**src/rtl/hit_resolver.sv**
```systemverilog
// Per-frame hit resolution for a two-player fighter: hitbox/hurtbox overlap,
// one-frame hit pulses, health/block bookkeeping with block regen, round end and winner.
module hit_resolver #(
  parameter logic [2:0] HEALTH_MAX  = 3'd5,
  parameter logic [2:0] BLOCK_MAX   = 3'd3,
  parameter int         BLOCK_REGEN = 120
) (
  input  logic       clk,
  input  logic       rst,
  input  logic [2:0] gamestate,
  input  logic [3:0] p1_state,
  input  logic [3:0] p2_state,
  input  logic [9:0] p1_basic_x1,
  input  logic [9:0] p1_basic_x2,
  input  logic [9:0] p1_basic_y1,
  input  logic [9:0] p1_basic_y2,
  input  logic [9:0] p1_dir_x1,
  input  logic [9:0] p1_dir_x2,
  input  logic [9:0] p1_dir_y1,
  input  logic [9:0] p1_dir_y2,
  input  logic [9:0] p1_hurt_x1,
  input  logic [9:0] p1_hurt_x2,
  input  logic [9:0] p1_hurt_y1,
  input  logic [9:0] p1_hurt_y2,
  input  logic [9:0] p2_basic_x1,
  input  logic [9:0] p2_basic_x2,
  input  logic [9:0] p2_basic_y1,
  input  logic [9:0] p2_basic_y2,
  input  logic [9:0] p2_dir_x1,
  input  logic [9:0] p2_dir_x2,
  input  logic [9:0] p2_dir_y1,
  input  logic [9:0] p2_dir_y2,
  input  logic [9:0] p2_hurt_x1,
  input  logic [9:0] p2_hurt_x2,
  input  logic [9:0] p2_hurt_y1,
  input  logic [9:0] p2_hurt_y2,
  output logic [1:0] p1_hitFlag,
  output logic [1:0] p2_hitFlag,
  output logic [2:0] p1_health,
  output logic [2:0] p2_health,
  output logic [2:0] p1_block,
  output logic [2:0] p2_block,
  output logic       round_over,
  output logic [1:0] winner
);

  localparam int             CW         = $clog2(BLOCK_REGEN);
  localparam logic [CW-1:0]  REGEN_LAST = CW'(BLOCK_REGEN - 1);
  localparam logic [3:0]     ST_BACK      = 4'd2;
  localparam logic [3:0]     ST_BATK      = 4'd4;
  localparam logic [3:0]     ST_DATK      = 4'd7;
  localparam logic [3:0]     ST_HITSTUN   = 4'd9;
  localparam logic [3:0]     ST_BLOCKSTUN = 4'd10;

  // Boxes are packed as {x1, x2, y1, y2}; index 0 is player 1, index 1 is player 2.
  logic        w_fight;
  logic [3:0]  w_state  [2];
  logic [39:0] w_basic  [2];
  logic [39:0] w_dir    [2];
  logic [39:0] w_hurt   [2];
  logic [1:0]  w_flag   [2];
  logic [2:0]  w_health [2];
  logic [2:0]  w_block  [2];
  logic        r_round_over;
  logic        r_prev_fight;
  logic [1:0]  r_winner;

  assign w_fight    = (gamestate == 3'd2);
  assign w_state[0] = p1_state;
  assign w_state[1] = p2_state;
  assign w_basic[0] = {p1_basic_x1, p1_basic_x2, p1_basic_y1, p1_basic_y2};
  assign w_basic[1] = {p2_basic_x1, p2_basic_x2, p2_basic_y1, p2_basic_y2};
  assign w_dir[0]   = {p1_dir_x1, p1_dir_x2, p1_dir_y1, p1_dir_y2};
  assign w_dir[1]   = {p2_dir_x1, p2_dir_x2, p2_dir_y1, p2_dir_y2};
  assign w_hurt[0]  = {p1_hurt_x1, p1_hurt_x2, p1_hurt_y1, p1_hurt_y2};
  assign w_hurt[1]  = {p2_hurt_x1, p2_hurt_x2, p2_hurt_y1, p2_hurt_y2};

  function automatic logic overlap(input logic [39:0] a, input logic [39:0] b);
    return (a[39:30] <= b[29:20]) && (b[39:30] <= a[29:20]) &&
           (a[19:10] <= b[9:0])   && (b[19:10] <= a[9:0]);
  endfunction

  // Each generate instance is one defender; its attacker is the other player.
  for (genvar gi = 0; gi < 2; gi++) begin : g_player
    localparam int AI = 1 - gi;
    logic [1:0]    r_flag;
    logic          r_blocked;
    logic          r_atk_done;
    logic [2:0]    r_health;
    logic [2:0]    r_block;
    logic [CW-1:0] r_regen_cnt;
    logic          w_att_active;
    logic          w_hittable;
    logic [1:0]    w_hit;
    logic [2:0]    w_dmg;

    assign w_att_active = (w_state[AI] == ST_BATK) || (w_state[AI] == ST_DATK);
    assign w_hittable   = w_fight && !r_round_over && !r_atk_done &&
                          (w_state[gi] != ST_HITSTUN) && (w_state[gi] != ST_BLOCKSTUN);
    assign w_dmg        = (r_flag == 2'b10) ? 3'd2 : 3'd1;

    always_comb begin
      w_hit = 2'b00;
      if (w_hittable) begin
        if ((w_state[AI] == ST_BATK) && overlap(w_basic[AI], w_hurt[gi]))
          w_hit = 2'b01;
        else if ((w_state[AI] == ST_DATK) && overlap(w_dir[AI], w_hurt[gi]))
          w_hit = 2'b10;
      end
    end

    always_ff @(posedge clk) begin
      if (rst || !w_fight) begin
        r_flag      <= 2'b00;
        r_blocked   <= 1'b0;
        r_atk_done  <= 1'b0;
        r_health    <= HEALTH_MAX;
        r_block     <= BLOCK_MAX;
        r_regen_cnt <= '0;
      end else begin
        r_flag    <= w_hit;
        r_blocked <= (w_state[gi] == ST_BACK) && (r_block != 3'd0);
        if (!w_att_active)
          r_atk_done <= 1'b0;
        else if (w_hit != 2'b00)
          r_atk_done <= 1'b1;
        // The pending hit lands one frame after its flag so the FSM sees pre-update block.
        if ((r_flag != 2'b00) && !r_blocked)
          r_health <= (r_health > w_dmg) ? r_health - w_dmg : 3'd0;
        if ((r_flag != 2'b00) && r_blocked) begin
          r_block     <= r_block - 3'd1;
          r_regen_cnt <= '0;
        end else if (r_block == BLOCK_MAX) begin
          r_regen_cnt <= '0;
        end else if (r_regen_cnt == REGEN_LAST) begin
          r_block     <= r_block + 3'd1;
          r_regen_cnt <= '0;
        end else begin
          r_regen_cnt <= r_regen_cnt + CW'(1);
        end
      end
    end

    assign w_flag[gi]   = r_flag;
    assign w_health[gi] = r_health;
    assign w_block[gi]  = r_block;
  end

  always_ff @(posedge clk) begin
    if (rst) begin
      r_round_over <= 1'b0;
      r_winner     <= 2'b00;
      r_prev_fight <= 1'b0;
    end else begin
      r_prev_fight <= w_fight;
      if (!w_fight) begin
        r_round_over <= 1'b0;
      end else if (!r_round_over && ((w_health[0] == 3'd0) || (w_health[1] == 3'd0))) begin
        r_round_over <= 1'b1;
        r_winner     <= {w_health[0] == 3'd0, w_health[1] == 3'd0};
      end else if (!r_prev_fight) begin
        r_winner <= 2'b00;
      end
    end
  end

  assign p1_hitFlag = w_flag[0];
  assign p2_hitFlag = w_flag[1];
  assign p1_health  = w_health[0];
  assign p2_health  = w_health[1];
  assign p1_block   = w_block[0];
  assign p2_block   = w_block[1];
  assign round_over = r_round_over;
  assign winner     = r_winner;

endmodule

```
**config.mk**
```make
export PLATFORM = sky130hd
export DESIGN_NAME = hit_resolver
export DESIGN_NICKNAME = d
export VERILOG_FILES = /design/src/rtl/hit_resolver.sv
export SDC_FILE = /design/constraint.sdc
export NUM_CORES = 1
export LEC_CHECK = 0
export ABC_CLOCK_PERIOD_IN_PS = 2200
export CORE_AREA = 2 2 101 152
export DETAILED_ROUTE_END_ITERATION = 6
export DIE_AREA = 0 0 103 154
export PLACE_DENSITY = 0.77
export SYNTH_ARGS = -nofsm -noshare
export SYNTH_HDL_FRONTEND = slang
export SYNTH_SLANG_ARGS = --single-unit
```
**constraint.sdc**
```tcl
create_clock -name clk -period 2.2 [get_ports clk]
set_input_delay 0.22 -clock clk [delete_from_list [all_inputs] [get_ports clk]]
set_output_delay 0.22 -clock clk [all_outputs]
set_load 0.05 [all_outputs]
```
==> impl_metrics.ini <==
[run_status]
outcome = finished with violations
violations_in_the_final_reports = setup timing

[floorplanning]
total_die_area_sq_um = 15900
fp.dieH_um = 154
core_region_area_sq_um = 14500
ioPinCount = 272
initial_utilization = 0.395
floorplan.rows = 54
die_x_um = 103

[logic_synthesis]
yosys-top-cells-area = sky130_fd_sc_hd__ha_1, sky130_fd_sc_hd__dfxtp_1, sky130_fd_sc_hd__inv_1, sky130_fd_sc_hd__a21oi_1, sky130_fd_sc_hd__nor2_1
yosys-top-cells-count = sky130_fd_sc_hd__ha_1, sky130_fd_sc_hd__inv_1, sky130_fd_sc_hd__nor2_1, sky130_fd_sc_hd__a21oi_1, sky130_fd_sc_hd__dfxtp_1
fraction_of_synthesized_cell_area_taken_by_the_top_area_cell_type = 0.364
post_synthesis_xor_xnor_area_fraction = 0.0199
synth_area_sq_um = 5710
synth-adder-area-share = 0.378
synth-async-reset-ratio = 0
synth.avg_cell_area_sq_um = 7.64
synth-compound-area-share = 0.184
synth_nets = 1170
synth.most_common_cell = sky130_fd_sc_hd__ha_1
yosys_warnings = 0
postSynthRegisterBits = 38
synth_edf_count = 0
synth_area_leader_cell = sky130_fd_sc_hd__ha_1
synth_cell_type_count = 53
combinational_family_with_the_most_area_after_synthesis = adder cells
yosys-mux-area-fraction = 0
seq_area_frac_synth = 0.133
netlist_instances = 747
synth_top_flop_cell = sky130_fd_sc_hd__dfxtp_1
synth-simple-area-share = 0.175

[power_and_ir_drop]
vdd_ir_drop_max_uv = 255
leakagePower_nw = 4.53
power_density_nw_per_um2 = 310

[timing]
slew_headroom = 0.594
worst_pin_slew_ps = 607
report.final.slew_viol_count = 0
fmax_mhz = 450
timing.final.hold_violations = 0
setup_slack_ps = -22.0
skew_ps = 8.14
clock_period_minus_final_worst_setup_slack_ps = 2220
period_share = 1.01
grt_setup_unrepaired = true
setup_viol_count_final = 1

[layout]
final_cell_area_sq_um = 9440
finish.net_count = 1501
antenna_cells_inserted = 0
number_of_cells_in_the_finished_layout_apart_from_fillers = 1275
post_route_cells_drive_above_1_share = 0.0825
area_growth_pct = 65.2

[setup_path]
count_of_cells_along_the_worst_register_to_register_path = 7
timing.critical_path.to_type = register
cp.required_ps = 2420
critical_path_peak_fanout = 3
startpoint_type = input port
critical_setup_path_kind = input port to register
cp.arrival_ps = 2450

[place]
io_buffers = 271
numPlacedInstances = 1267
placed_cell_area_sq_um = 9070
gpl.final_weighted_congestion = 0.953
detailed_place_hpwl_mm = 16.7
pre_cts_ws_ps = -420

[global_route]
via_count_of_the_first_global_routing_pass = 6601
antenna_found_initial = 0
grt.overflow.total = 0
global_route_wire_length_before_repair_mm = 28.6
grt_max_degree = 16
grt.total_usage = 0.226

[cts]
cts.reportedPaths.clkPinSlew_ps = 60
number_of_levels_in_the_clock_h_tree = 2
post-cts-setup-buffers = 0
max-clock-path-buffers = 2
cts-hold-fix-buffers = 0
cts_inserted_buffers = 5
clock_tree_from_tritoncts = done
cell_chosen_for_the_clock_root = sky130_fd_sc_hd__clkbuf_16
cts.sinks = 38
clock_latency_ps = 280

[drt]
routed_via_density = 5.04
drtIter0Drc = 108
detail_route.wl_per_cell_um = 14.6
vias = 6425
dr_drc_count = 0
postRouteWirelength_mm = 18.7
ant_nets = 0
first_pass_iters = 4

[run]
max_cap_violations = 0

[worst_hold_path]
instance_count_along_the_most_critical_hold_path = 1
worstHoldPathType = register to register
==> placed cells by master, fill, tap and decap left out, types with 4 or more instances in the layout <==
cell | synthesis | layout
sky130_fd_sc_hd__clkdlybuf4s50_1 | 0 | 271
sky130_fd_sc_hd__ha_1 | 166 | 164
sky130_fd_sc_hd__inv_1 | 161 | 161
sky130_fd_sc_hd__nor2_1 | 57 | 57
sky130_fd_sc_hd__buf_4 | 0 | 56
sky130_fd_sc_hd__a21oi_1 | 49 | 49
sky130_fd_sc_hd__dfxtp_1 | 38 | 38
sky130_fd_sc_hd__nand2_1 | 35 | 35
sky130_fd_sc_hd__nand4_1 | 28 | 28
sky130_fd_sc_hd__o21ai_0 | 29 | 28
sky130_fd_sc_hd__nand3_1 | 27 | 27
sky130_fd_sc_hd__nor3_1 | 21 | 20
sky130_fd_sc_hd__a21o_1 | 19 | 19
sky130_fd_sc_hd__a211oi_1 | 22 | 17
sky130_fd_sc_hd__nand2b_1 | 11 | 11
sky130_fd_sc_hd__xnor2_1 | 8 | 8
sky130_fd_sc_hd__a211oi_2 | 0 | 5
sky130_fd_sc_hd__xor2_1 | 5 | 5
sky130_fd_sc_hd__clkbuf_16 | 0 | 5
sky130_fd_sc_hd__o21bai_1 | 4 | 4
sky130_fd_sc_hd__fa_1 | 4 | 4
==> cell type report <==
type | count | area, sq um
timing repair buffer | 327 | 3130
multi-input combinational | 544 | 4490
sequential | 38 | 761
clock inverter | 2 | 60.1
inverter | 162 | 608
fill | 1266 | 5020
clock buffer | 6 | 139
tap | 196 | 245
==> power breakdown <==
part	switching (W)	internal, W
Clock	0.000274	0.000680
Combinational	0.000504	0.000775
Sequential	0.000000192	0.000689
Total	0.000779	0.00214
==> registers in the layout (all words and copies together), names as in the netlist <==
| register | count |
|---|---|
| g_player.r_atk_done | 2 |
| g_player.r_blocked | 2 |
| p2_block | 3 |
| r_prev_fight | 1 |
| g_player.r_regen_cnt | 14 |
| p2_hitFlag | 2 |
| p2_health | 3 |
| round_over | 1 |
| winner | 2 |
| p1_health | 3 |
| p1_hitFlag | 2 |
| p1_block | 3 |
==> path summary, 6_finish.rpt <==
kind / start / end / slack [ps]
worst max-delay path: p1_hurt_y2[5] / g_player[0].r_atk_done$_SDFFE_PP0P_ / -20
worst min-delay path: g_player[1].r_regen_cnt[0]$_SDFF_PP0_ / g_player[1].r_regen_cnt[0]$_SDFF_PP0_ / 450
worst max register to register: g_player[1].r_regen_cnt[0]$_SDFF_PP0_ / p2_block[2]$_SDFFE_PP0P_ / 420
worst min register to register: g_player[1].r_regen_cnt[0]$_SDFF_PP0_ / g_player[1].r_regen_cnt[0]$_SDFF_PP0_ / 450
==> repair_timing <==
| action | CTS | global route |
|---|---|---|
| gates resized for setup | 2 | 25 |
| setup endpoints to repair | 2 | 4 |
| pin swaps | 1 | 12 |
| hold endpoints to repair | 0 | 0 |
==> per-stage QoR <==
stage               TNS (ps)   util  hold WS, ps  power [W]
finish                 -22.0  0.653          448    0.00292
global route            -142  0.653          470    0.00311
global placement       -1150  0.627          432    0.00191
detailed placement     -1530  0.627          442    0.00193
floorplan                  0      -          292    0.00120
CTS                        0  0.641          455    0.00290
==> worst max-delay path: stages <==
cell and delay [ps]:
sky130_fd_sc_hd__clkdlybuf4s50_1 450, sky130_fd_sc_hd__inv_1 70, sky130_fd_sc_hd__ha_1 340, sky130_fd_sc_hd__a21oi_1 170, sky130_fd_sc_hd__o21ai_0 180, sky130_fd_sc_hd__a2111oi_4 320
sky130_fd_sc_hd__buf_4 170, sky130_fd_sc_hd__o221ai_4 100, sky130_fd_sc_hd__a221oi_2 210, sky130_fd_sc_hd__o311a_1 190
==> layer usage <==
layer | routed length [um] | share of wire | track usage | vias up
li1 | - | - | - | 3286
met5 | 0 | 0 | 0 | -
met1 | 6070 | 0.33 | 0.197 | 2853
met4 | 684 | 0.037 | 0.0896 | 0
met3 | 1600 | 0.086 | 0.0605 | 40
met2 | 10300 | 0.55 | 0.459 | 246
==> cell families (layout without fill, tap and decap cells) <==
group,after synthesis,count (layout)
AND/OR/NAND/NOR,201,201
adder cells (fa/ha/maj),170,170
buffers and inverters,165,497
AO/OA/AOI/OAI,160,160
flip-flops,38,38
XOR/XNOR,13,13
No activity file was read; power rests on OpenSTA's default activity.
